$ cat config.mk
export PLATFORM = sky130hd
export DESIGN_NAME = csi2_raw10_pkt_ctrl
export DESIGN_NICKNAME = d
export VERILOG_FILES = /design/src/rtl/csi2_raw10_pkt_ctrl.sv
export SDC_FILE = /design/constraint.sdc
export NUM_CORES = 1
export LEC_CHECK = 0
export ABC_AREA = 1
export BUFFER_PORTS_ARGS = -buffer_cell sky130_fd_sc_hd__buf_2
export CAP_MARGIN = 30
export CORE_UTILIZATION = 25
export CTS_CLUSTER_DIAMETER = 120
export DETAILED_ROUTE_END_ITERATION = 6
export PLACE_DENSITY_LB_ADDON = 0.12
export SYNTH_ARGS = -nofsm -noshare
export SYNTH_HDL_FRONTEND = slang
export SYNTH_SLANG_ARGS = --single-unit
$ cat constraint.sdc
create_clock -name wb_clk_i -period 14.5 [get_ports wb_clk_i]
set_input_delay 2.9 -clock wb_clk_i [delete_from_list [all_inputs] [get_ports wb_clk_i]]
set_output_delay 2.9 -clock wb_clk_i [all_outputs]
set_load 0.01 [all_outputs]
$ cat src/rtl/csi2_raw10_pkt_ctrl.sv
// CSI-2 packet controller: forwards RAW10 payload words to the unpacker.
// Optional footer CRC-16 check when CSI2_CRC_CHECK_EN is defined.
module csi2_raw10_pkt_ctrl #(
  parameter logic [1:0]  CFG_VC   = 2'd0,
  parameter logic [5:0]  DT_RAW10 = 6'h2B,
  parameter logic [15:0] MAX_WC   = 16'd6400
) (
  input  logic        wb_clk_i,
  input  logic        wb_rst_n,
  input  logic        in_valid_i,
  input  logic [31:0] in_word_i,
  input  logic        err_clr_i,
  output logic        pix_valid_o,
  output logic [31:0] pix_word_o,
  output logic        pix_last_o,
  output logic        frame_start_o,
  output logic        frame_end_o,
  output logic        line_start_o,
  output logic        frame_active_o,
  output logic [15:0] frame_num_o,
  output logic [15:0] line_count_o,
  output logic [3:0]  err_o
);

  typedef enum logic [1:0] {
    S_HDR,
    S_PAYLOAD,
    S_FOOTER,
    S_SKIP
  } state_t;

  state_t      state_q;
  state_t      state_d;
  logic [13:0] cnt_q;
  logic [13:0] cnt_d;
  logic        first_q;
  logic        first_d;

  logic        fs_ev;
  logic        fe_ev;
  logic        pix_ev;
  logic        last_ev;
  logic [3:0]  err_set;
  logic        crc_bad;

  logic        pix_valid_q;
  logic [31:0] pix_word_q;
  logic        pix_last_q;
  logic        line_start_q;
  logic        frame_start_q;
  logic        frame_end_q;
  logic        frame_active_q;
  logic [15:0] frame_num_q;
  logic [15:0] line_count_q;
  logic [3:0]  err_q;

  logic [1:0]  vc;
  logic [5:0]  dt;
  logic [15:0] wc;
  logic        is_short;
  logic        wc_bad;
  logic [13:0] pw;
  logic [13:0] pw1;

  assign vc       = in_word_i[7:6];
  assign dt       = in_word_i[5:0];
  assign wc       = in_word_i[23:8];
  assign is_short = (dt < 6'h10);
  assign pw       = 14'((17'(wc) + 17'd3) >> 2);
  assign pw1      = pw + 14'd1;

  assign wc_bad = (wc == 16'd0)
               || ((wc % 16'd5) != 16'd0)
               || (wc > MAX_WC)
               || !frame_active_q;

  // state, word counter and first-word flag
  always_ff @(posedge wb_clk_i) begin
    if (!wb_rst_n) begin
      state_q <= S_HDR;
      cnt_q   <= '0;
      first_q <= 1'b0;
    end else begin
      state_q <= state_d;
      cnt_q   <= cnt_d;
      first_q <= first_d;
    end
  end

  // packet parsing: next state, counter and event strobes
  always_comb begin
    state_d = state_q;
    cnt_d   = cnt_q;
    first_d = first_q;
    fs_ev   = 1'b0;
    fe_ev   = 1'b0;
    pix_ev  = 1'b0;
    last_ev = 1'b0;
    err_set = 4'b0000;
    if (in_valid_i) begin
      unique case (state_q)
        S_HDR: begin
          if (vc != CFG_VC) begin
            if (!is_short) begin
              state_d = S_SKIP;
              cnt_d   = pw1;
            end
          end else if (dt == 6'h00) begin
            fs_ev      = 1'b1;
            err_set[1] = frame_active_q;
          end else if (dt == 6'h01) begin
            fe_ev      = 1'b1;
            err_set[1] = !frame_active_q;
          end else if (dt == DT_RAW10) begin
            if (wc_bad) begin
              err_set[0] = 1'b1;
              err_set[1] = !frame_active_q;
              state_d    = S_SKIP;
              cnt_d      = (wc == 16'd0) ? 14'd1 : pw1;
            end else begin
              state_d = S_PAYLOAD;
              cnt_d   = pw;
              first_d = 1'b1;
            end
          end else if (!is_short) begin
            err_set[3] = 1'b1;
            state_d    = S_SKIP;
            cnt_d      = pw1;
          end
        end
        S_PAYLOAD: begin
          pix_ev  = 1'b1;
          first_d = 1'b0;
          if (cnt_q == 14'd1) begin
            last_ev = 1'b1;
            state_d = S_FOOTER;
          end else begin
            cnt_d = cnt_q - 14'd1;
          end
        end
        S_FOOTER: begin
          err_set[2] = crc_bad;
          state_d    = S_HDR;
        end
        S_SKIP: begin
          if (cnt_q == 14'd1) begin
            state_d = S_HDR;
          end else begin
            cnt_d = cnt_q - 14'd1;
          end
        end
        default: state_d = S_HDR;
      endcase
    end
  end

  // registered outputs, frame/line tracking and sticky errors
  always_ff @(posedge wb_clk_i) begin
    if (!wb_rst_n) begin
      pix_valid_q    <= 1'b0;
      pix_word_q     <= '0;
      pix_last_q     <= 1'b0;
      line_start_q   <= 1'b0;
      frame_start_q  <= 1'b0;
      frame_end_q    <= 1'b0;
      frame_active_q <= 1'b0;
      frame_num_q    <= '0;
      line_count_q   <= '0;
      err_q          <= '0;
    end else begin
      pix_valid_q   <= pix_ev;
      pix_last_q    <= last_ev;
      line_start_q  <= pix_ev & first_q;
      frame_start_q <= fs_ev;
      frame_end_q   <= fe_ev;
      if (pix_ev) begin
        pix_word_q <= in_word_i;
      end
      if (fs_ev) begin
        frame_active_q <= 1'b1;
        frame_num_q    <= wc;
        line_count_q   <= '0;
      end
      if (fe_ev) begin
        frame_active_q <= 1'b0;
      end
      if (last_ev && (line_count_q != 16'hFFFF)) begin
        line_count_q <= line_count_q + 16'd1;
      end
      err_q <= (err_clr_i ? 4'b0000 : err_q) | err_set;
    end
  end

`ifdef CSI2_CRC_CHECK_EN
  logic [15:0] crc_q;
  logic [15:0] crc_d;
  logic [15:0] rem_q;

  function automatic logic [15:0] crc_byte(
    input logic [15:0] c,
    input logic [7:0]  b
  );
    logic [15:0] r;
    r = c;
    for (int k = 0; k < 8; k++) begin
      if (r[0] ^ b[k]) begin
        r = (r >> 1) ^ 16'h8408;
      end else begin
        r = r >> 1;
      end
    end
    return r;
  endfunction

  // fold in only the bytes still inside the word count
  always_comb begin
    crc_d = crc_q;
    for (int i = 0; i < 4; i++) begin
      if (16'(i) < rem_q) begin
        crc_d = crc_byte(crc_d, in_word_i[8*i +: 8]);
      end
    end
  end

  // running CRC and remaining payload byte count
  always_ff @(posedge wb_clk_i) begin
    if (!wb_rst_n) begin
      crc_q <= 16'hFFFF;
      rem_q <= '0;
    end else if (state_q == S_HDR && state_d == S_PAYLOAD) begin
      crc_q <= 16'hFFFF;
      rem_q <= wc;
    end else if (pix_ev) begin
      crc_q <= crc_d;
      rem_q <= (rem_q > 16'd4) ? rem_q - 16'd4 : 16'd0;
    end
  end

  assign crc_bad = (crc_q != in_word_i[15:0]);
`else
  assign crc_bad = 1'b0;
`endif

  assign pix_valid_o    = pix_valid_q;
  assign pix_word_o     = pix_word_q;
  assign pix_last_o     = pix_last_q;
  assign line_start_o   = line_start_q;
  assign frame_start_o  = frame_start_q;
  assign frame_end_o    = frame_end_q;
  assign frame_active_o = frame_active_q;
  assign frame_num_o    = frame_num_q;
  assign line_count_o   = line_count_q;
  assign err_o          = err_q;

endmodule

==> results of run 1 <==
stage by stage:
step | worst slack [ns] | total power, W
after detailed placement | 5.58 | 0.000884
after CTS | 5.92 | 0.00113
final | 5.92 | 0.00112
after global placement | 5.59 | 0.000887
after floorplan | 6.69 | 0.000785
after global routing | 5.18 | 0.00122
worst max-delay path: cells and delay by family:
kind / cells / cell delay, ns
buffers and inverters: 6 / 0.45
AND/OR/NAND/NOR: 38 / 4.17
AO/OA/AOI/OAI: 4 / 0.63
multiplexers: 1 / 0.33
adder cells (fa/ha/maj): 1 / 0.19
XOR/XNOR: 1 / 0.15
per-layer routing:
metal	track usage (%)	up-vias
met2	25.3	69
met4	3.13	0
met3	2.71	8
met5	0	-
met1	20.5	2768
li1	-	3260
flip-flops by register name (all words and copies together), names as in the netlist, 2 cells and up:
name and flops:
cnt_q 14, err_o 3, state_q 2, frame_num_o 16
pix_word_o 32, line_count_o 16
cells in the mapped netlist, types with 2 or more instances:
master,instances
xnor2_1,5
clkbuf_1,27
nand2_2,40
ha_1,6
nand2_4,6
nor3b_1,2
buf_6,3
inv_2,18
nor2_1,102
nand3_2,8
a21oi_1,86
a211oi_1,3
buf_4,2
nand3_4,2
nand3_1,95
dfxtp_1,90
o22ai_1,8
nand4_1,14
nor3_1,14
a221oi_1,5
nor4_1,2
o221ai_1,2
or2_2,4
a31oi_1,4
inv_1,100
buf_2,2
nand2_1,163
clkinv_1,10
o21ai_1,4
o21ai_0,82
xor2_1,17
cells by family (layout without fill, tap and decap cells):
logic type | after synthesis | count (layout) | share of synthesized area, %
multiplexers | 1 | 1 | 0.168
buffers and inverters | 162 | 256 | 10.7
other | 1 | 1 | 0.0629
AND/OR/NAND/NOR | 456 | 456 | 36.0
XOR/XNOR | 23 | 23 | 3.50
flip-flops | 90 | 90 | 30.2
adder cells (fa/ha/maj) | 6 | 6 | 1.26
AO/OA/AOI/OAI | 200 | 200 | 18.0
power by group:
| group | internal [W] | switching (W) |
|---|---|---|
| Sequential | 0.000265 | 0.0000166 |
| Combinational | 0.000190 | 0.000407 |
| Clock | 0.000122 | 0.000121 |
| Total | 0.000576 | 0.000545 |
final cells by class:
class / count / area [µm²] / area share [%]
repair buffers: 112 / 571 / 8.06
flip-flops and latches: 90 / 1800 / 25.5
clock buffers: 9 / 225 / 3.18
multi-input cells: 687 / 3530 / 49.9
inverters: 128 / 480 / 6.79
clock inverters: 7 / 66.3 / 0.937
well taps: 319 / 399 / 5.64
worst paths after layout:
kind / from / end / slack, ns / cells after the start
worst max register to register: state_q[0]$_SDFFE_PN0P_ / line_count_o[15]$_SDFFE_PN0P_ / 10.63 / 11
worst min register to register: first_q$_SDFFE_PN0P_ / line_start_o$_SDFF_PN0_ / 0.47 / 2
worst min-delay path: first_q$_SDFFE_PN0P_ / line_start_o$_SDFF_PN0_ / 0.47 / 2
worst max-delay path: in_word_i[21] / cnt_q[6]$_SDFFE_PN0P_ / 5.92 / 51
==> results.py, run 1 <==
metrics = {
    "global_route": {
        "grt_max_degree": 65,
        "grt_pass1_vias": 5723,
        "grt_usage_pct": 15.2,
        "grt_overflow_total": 0,
        "antenna_found_initial": 0,
        "grt_pass1_wl_mm": 29.7,
    },
    "worst_setup_path": {
        "cpMaxStageDelayCell": "mux2i_1",
        "crit_required_ns": 14.74,
        "cp_max_fo": 13,
        "cp-end-kind": "register",
        "crit_top_cell": "nand2_2",
        "cp-start-kind": "primary input",
        "worst-setup-path-type": "primary input to register",
        "crit_arrival_ns": 8.83,
        "max_stage_delay_ns": 0.33,
    },
    "floorplan": {
        "ios": 110,
        "die_height_um": 156,
        "fp.dieArea_um2": 24500,
        "start_util_pct": 25.5,
        "die_x_um": 156,
        "core_area_um2": 23400,
        "rows": 56,
    },
    "sta": {
        "period_needed_ns": 8.58,
        "drv_slew": 0,
        "rsz0062_at_grt": "no",
        "skew_ns": 0.0112,
        "fin_hold_ws_ns": 0.468,
        "maxSlewHeadroom_pct": 39.8,
        "setup-violations-final": 0,
        "final.period_utilization_pct": 59.2,
        "timing.setup.tns_ns": 0,
        "tightest_slew_ns": 0.899,
        "hold_viol_final": 0,
        "max_freq_ghz": 0.116,
    },
    "routing": {
        "wl_per_cell_um": 13.5,
        "wl_met2_mm": 8.55,
        "initialDrtViolationCount": 310,
        "drc": 0,
        "topRoutingLayerUsed": "met4",
        "ant_nets": 0,
        "via_per_inst": 4.52,
        "drt_pre_antenna_iters": 4,
        "vias": 6105,
        "wl_met1_mm": 9.09,
        "wl_met3_um": 493,
        "wirelength_mm": 18.3,
    },
    "finish": {
        "nets": 1070,
        "fill_cells": 2667,
        "postLayoutCellArea_um2": 7080,
        "postLayoutCoreUtil_pct": 30.2,
        "antennaDiodeCount": 0,
        "synthToLayoutAreaGrowth_pct": 18.6,
        "layout_commonest_cell": "nand2_1",
        "final_cell_mix": "nand2_1, buf_2, inv_1, nor2_1, nand3_1",
        "stdcell_count": 1352,
        "drive_gt1_share_pct": 20.5,
    },
    "place": {
        "hpwl_mm": 13.4,
        "placed_area_um2": 6790,
        "dpl.cell_count": 1336,
        "port_buffers": 108,
        "gp_congestion": 0.811,
    },
    "yosys": {
        "ys_types": 44,
        "synth_fp_nets": 981,
        "yosys_warnings": 0,
        "ys_seq_area_share_pct": 30.2,
        "synth_edf_count": 0,
        "avgSynthCellArea_um2": 6.35,
        "synth_area_um2": 5970,
        "synth_flop_cell": "dfxtp_1",
        "async_reset_ff_share_pct": 0,
        "synth_seq_cells": 90,
        "syn_inst": 939,
        "synth_top_area_share_pct": 30.2,
        "netlist_top_cells_area": "dfxtp_1, nand2_1, nand3_1",
        "synth_area_leader_cell": "dfxtp_1",
    },
    "clocking": {
        "clock_latency_ns": 0.36,
        "cts.htree.levels": 3,
        "post_cts_buffers": 0,
        "hold_buffers": 0,
        "post_cts_resized": 0,
        "root_buffer": "clkbuf_16",
        "tritoncts": "done",
        "cts.sink_count": 90,
        "cts_buffer_depth": 2,
        "path_clk_slew_ns": 0.08,
        "cts_buffers": 9,
    },
    "run": {
        "cap_violations": 0,
    },
    "power": {
        "power.leakage_nw": 3.35,
        "power.density_nw_per_um2": 158,
        "vdd_drop_max_uv": 91.6,
    },
    "outcome": {
        "outcome": "complete, no violations",
    },
    "hold_path": {
        "hold_class": "register to register",
    },
}
(Power assumes the default switching activity.)
==> run 2, diff against run 1 <==
clock period = 8.1 ns   (was 14.5 ns; I/O delays follow)
==> run 2 against run 1 <==
Net effect:
- flip-flop and latch count stayed put
- worst setup slack got worse by 5.1 ns
- final cell count about the same
- worst hold slack worse by 0.0045 ns
- clock power rose by 74%
- total power up 77%
- via count down 0.28%
- clock skew increased by 0.0018 ns
- highest routed layer unchanged
- die area unchanged
- count of clock-buffer cells in the layout stayed put
- critical path depth unchanged
- largest cell class unchanged
- largest power group unchanged
==> results.py, run 2 (synthesis gave the netlist of run 1 again) <==
metrics = {
    "worst_setup_path": {
        "crit_arrival_ns": 7.50,
        "reg2reg_from": "state_q[0]$_SDFFE_PN0P_",
        "max_stage_delay_ns": 0.33,
        "cp-start-kind": "primary input",
        "crit_required_ns": 8.34,
        "cp_max_fo": 13,
        "cpMaxStageDelayCell": "mux2i_1",
        "crit_top_cell": "nand2_2",
        "r2r_cells": 11,
        "cp-end-kind": "register",
        "worst-setup-path-type": "primary input to register",
        "crit_start": "in_word_i[21]",
    },
    "floorplan": {
        "start_util_pct": 25.5,
        "ios": 110,
        "rows": 56,
        "die_x_um": 156,
        "core_area_um2": 23400,
        "fp.dieArea_um2": 24500,
        "die_height_um": 156,
    },
    "sta": {
        "hold_viol_final": 0,
        "final.period_utilization_pct": 89.6,
        "drv_slew": 0,
        "period_needed_ns": 7.26,
        "maxSlewHeadroom_pct": 34.7,
        "tightest_slew_ns": 0.977,
        "timing.setup.tns_ns": 0,
        "skew_ns": 0.0130,
        "rsz0062_at_grt": "no",
        "setup-violations-final": 0,
        "max_freq_ghz": 0.138,
    },
    "clocking": {
        "path_clk_slew_ns": 0.08,
        "hold_buffers": 0,
        "post_cts_buffers": 0,
        "cts_buffer_depth": 2,
        "cts_buffers": 9,
        "clock_latency_ns": 0.36,
        "root_buffer": "clkbuf_16",
        "cts.sink_count": 90,
        "post_cts_resized": 0,
        "tritoncts": "done",
        "cts.htree.levels": 3,
    },
    "power": {
        "power.density_nw_per_um2": 280,
        "power.leakage_nw": 3.36,
        "power.switching_w": 0.000957,
        "pwr-share-clk_pct": 21.3,
        "p_seq_share_pct": 25.3,
        "finalPower_w": 0.00199,
        "vdd_drop_max_uv": 157,
        "switching_share_pct": 48.2,
        "cellInternalPower_w": 0.00103,
        "pwr-share-comb_pct": 53.4,
    },
    "hold_path": {
        "min-delay-start": "first_q$_SDFFE_PN0P_",
        "hold_class": "register to register",
        "hold_depth": 2,
    },
    "finish": {
        "antennaDiodeCount": 0,
        "regArea_um2": 1800,
        "drive_gt1_share_pct": 20.6,
        "nets": 1071,
        "multi_input_area_um2": 3530,
        "fill_cells": 2683,
        "largest_reg_flops": 32,
        "layout_commonest_cell": "nand2_1",
        "final_cell_mix": "nand2_1, buf_2, inv_1, nor2_1, nand3_1",
        "synthToLayoutAreaGrowth_pct": 18.7,
    },
    "routing": {
        "wl_per_cell_um": 13.5,
        "wirelength_mm": 18.2,
        "drt_pre_antenna_iters": 4,
        "ant_nets": 0,
        "drc": 0,
        "initialDrtViolationCount": 379,
        "via_per_inst": 4.50,
        "vias": 6088,
    },
    "place": {
        "gp_congestion": 0.814,
        "hpwl_mm": 13.4,
        "port_buffers": 108,
    },
    "global_route": {
        "antenna_found_initial": 0,
        "grt_overflow_total": 0,
        "grt_max_degree": 65,
        "grt_usage_pct": 15.2,
        "grt_pass1_vias": 5724,
        "grt_pass1_wl_mm": 29.5,
    },
    "run": {
        "cap_violations": 0,
    },
    "outcome": {
        "outcome": "complete, no violations",
    },
}
## run 2: path summary, 6_finish.rpt
path,end,slack [ns]
worst max register to register,line_count_o[15]$_SDFFE_PN0P_,4.26
worst min register to register,line_start_o$_SDFF_PN0_,0.46
worst max-delay path,cnt_q[4]$_SDFFE_PN0P_,0.84
worst min-delay path,line_start_o$_SDFF_PN0_,0.46
## run 2: cell type report
class / instances / area share (%)
clock buffer: 9 / 3.18
clock inverter: 7 / 0.901
inverter: 128 / 6.78
multi-input combinational: 687 / 49.9
sequential: 90 / 25.4
tap: 319 / 5.64
timing repair buffer: 113 / 8.16
## run 2: critical path: cells and delay by family
| family | cells | cell delay [ns] |
|---|---|---|
| adder cells (fa/ha/maj) | 1 | 0.19 |
| buffers and inverters | 8 | 0.67 |
| AND/OR/NAND/NOR | 35 | 3.79 |
| AO/OA/AOI/OAI | 6 | 0.87 |
| multiplexers | 1 | 0.33 |
## run 2: power groups by stage
stage	sequential [W]	clock [W]	combinational [W]
after global routing	0.000509	0.000460	0.00120
after detailed placement	0.000514	0	0.00106
final	0.000503	0.000422	0.00106
after floorplan	0.000511	0	0.000895
after global placement	0.000514	0	0.00108
after CTS	0.000503	0.000443	0.00106
## run 2: layer usage
layer  track usage (%)  vias up  part of all wire [%]
met5                 0        -                     0
met4              4.39        0                  0.99
met3              2.55        8                   3.0
met2              25.0       85                    46
met1              20.3     2734                    50
li1                  -     3261                     -
## run 2: through the flow
step           instances  util (%)  instance area [µm²]  worst slack [ns]  hold slack [ns]
5_1_grt             1353      30.3                 7080            0.0727            0.503
3_3_place_gp        1336      29.0                 6790             0.528            0.457
2_1_floorplan        939         -                 5970              1.57            0.425
6_report            1353      30.3                 7080             0.840            0.463
3_5_place_dp        1337      29.0                 6790             0.478            0.462
4_1_cts             1353      30.3                 7080             0.837            0.468
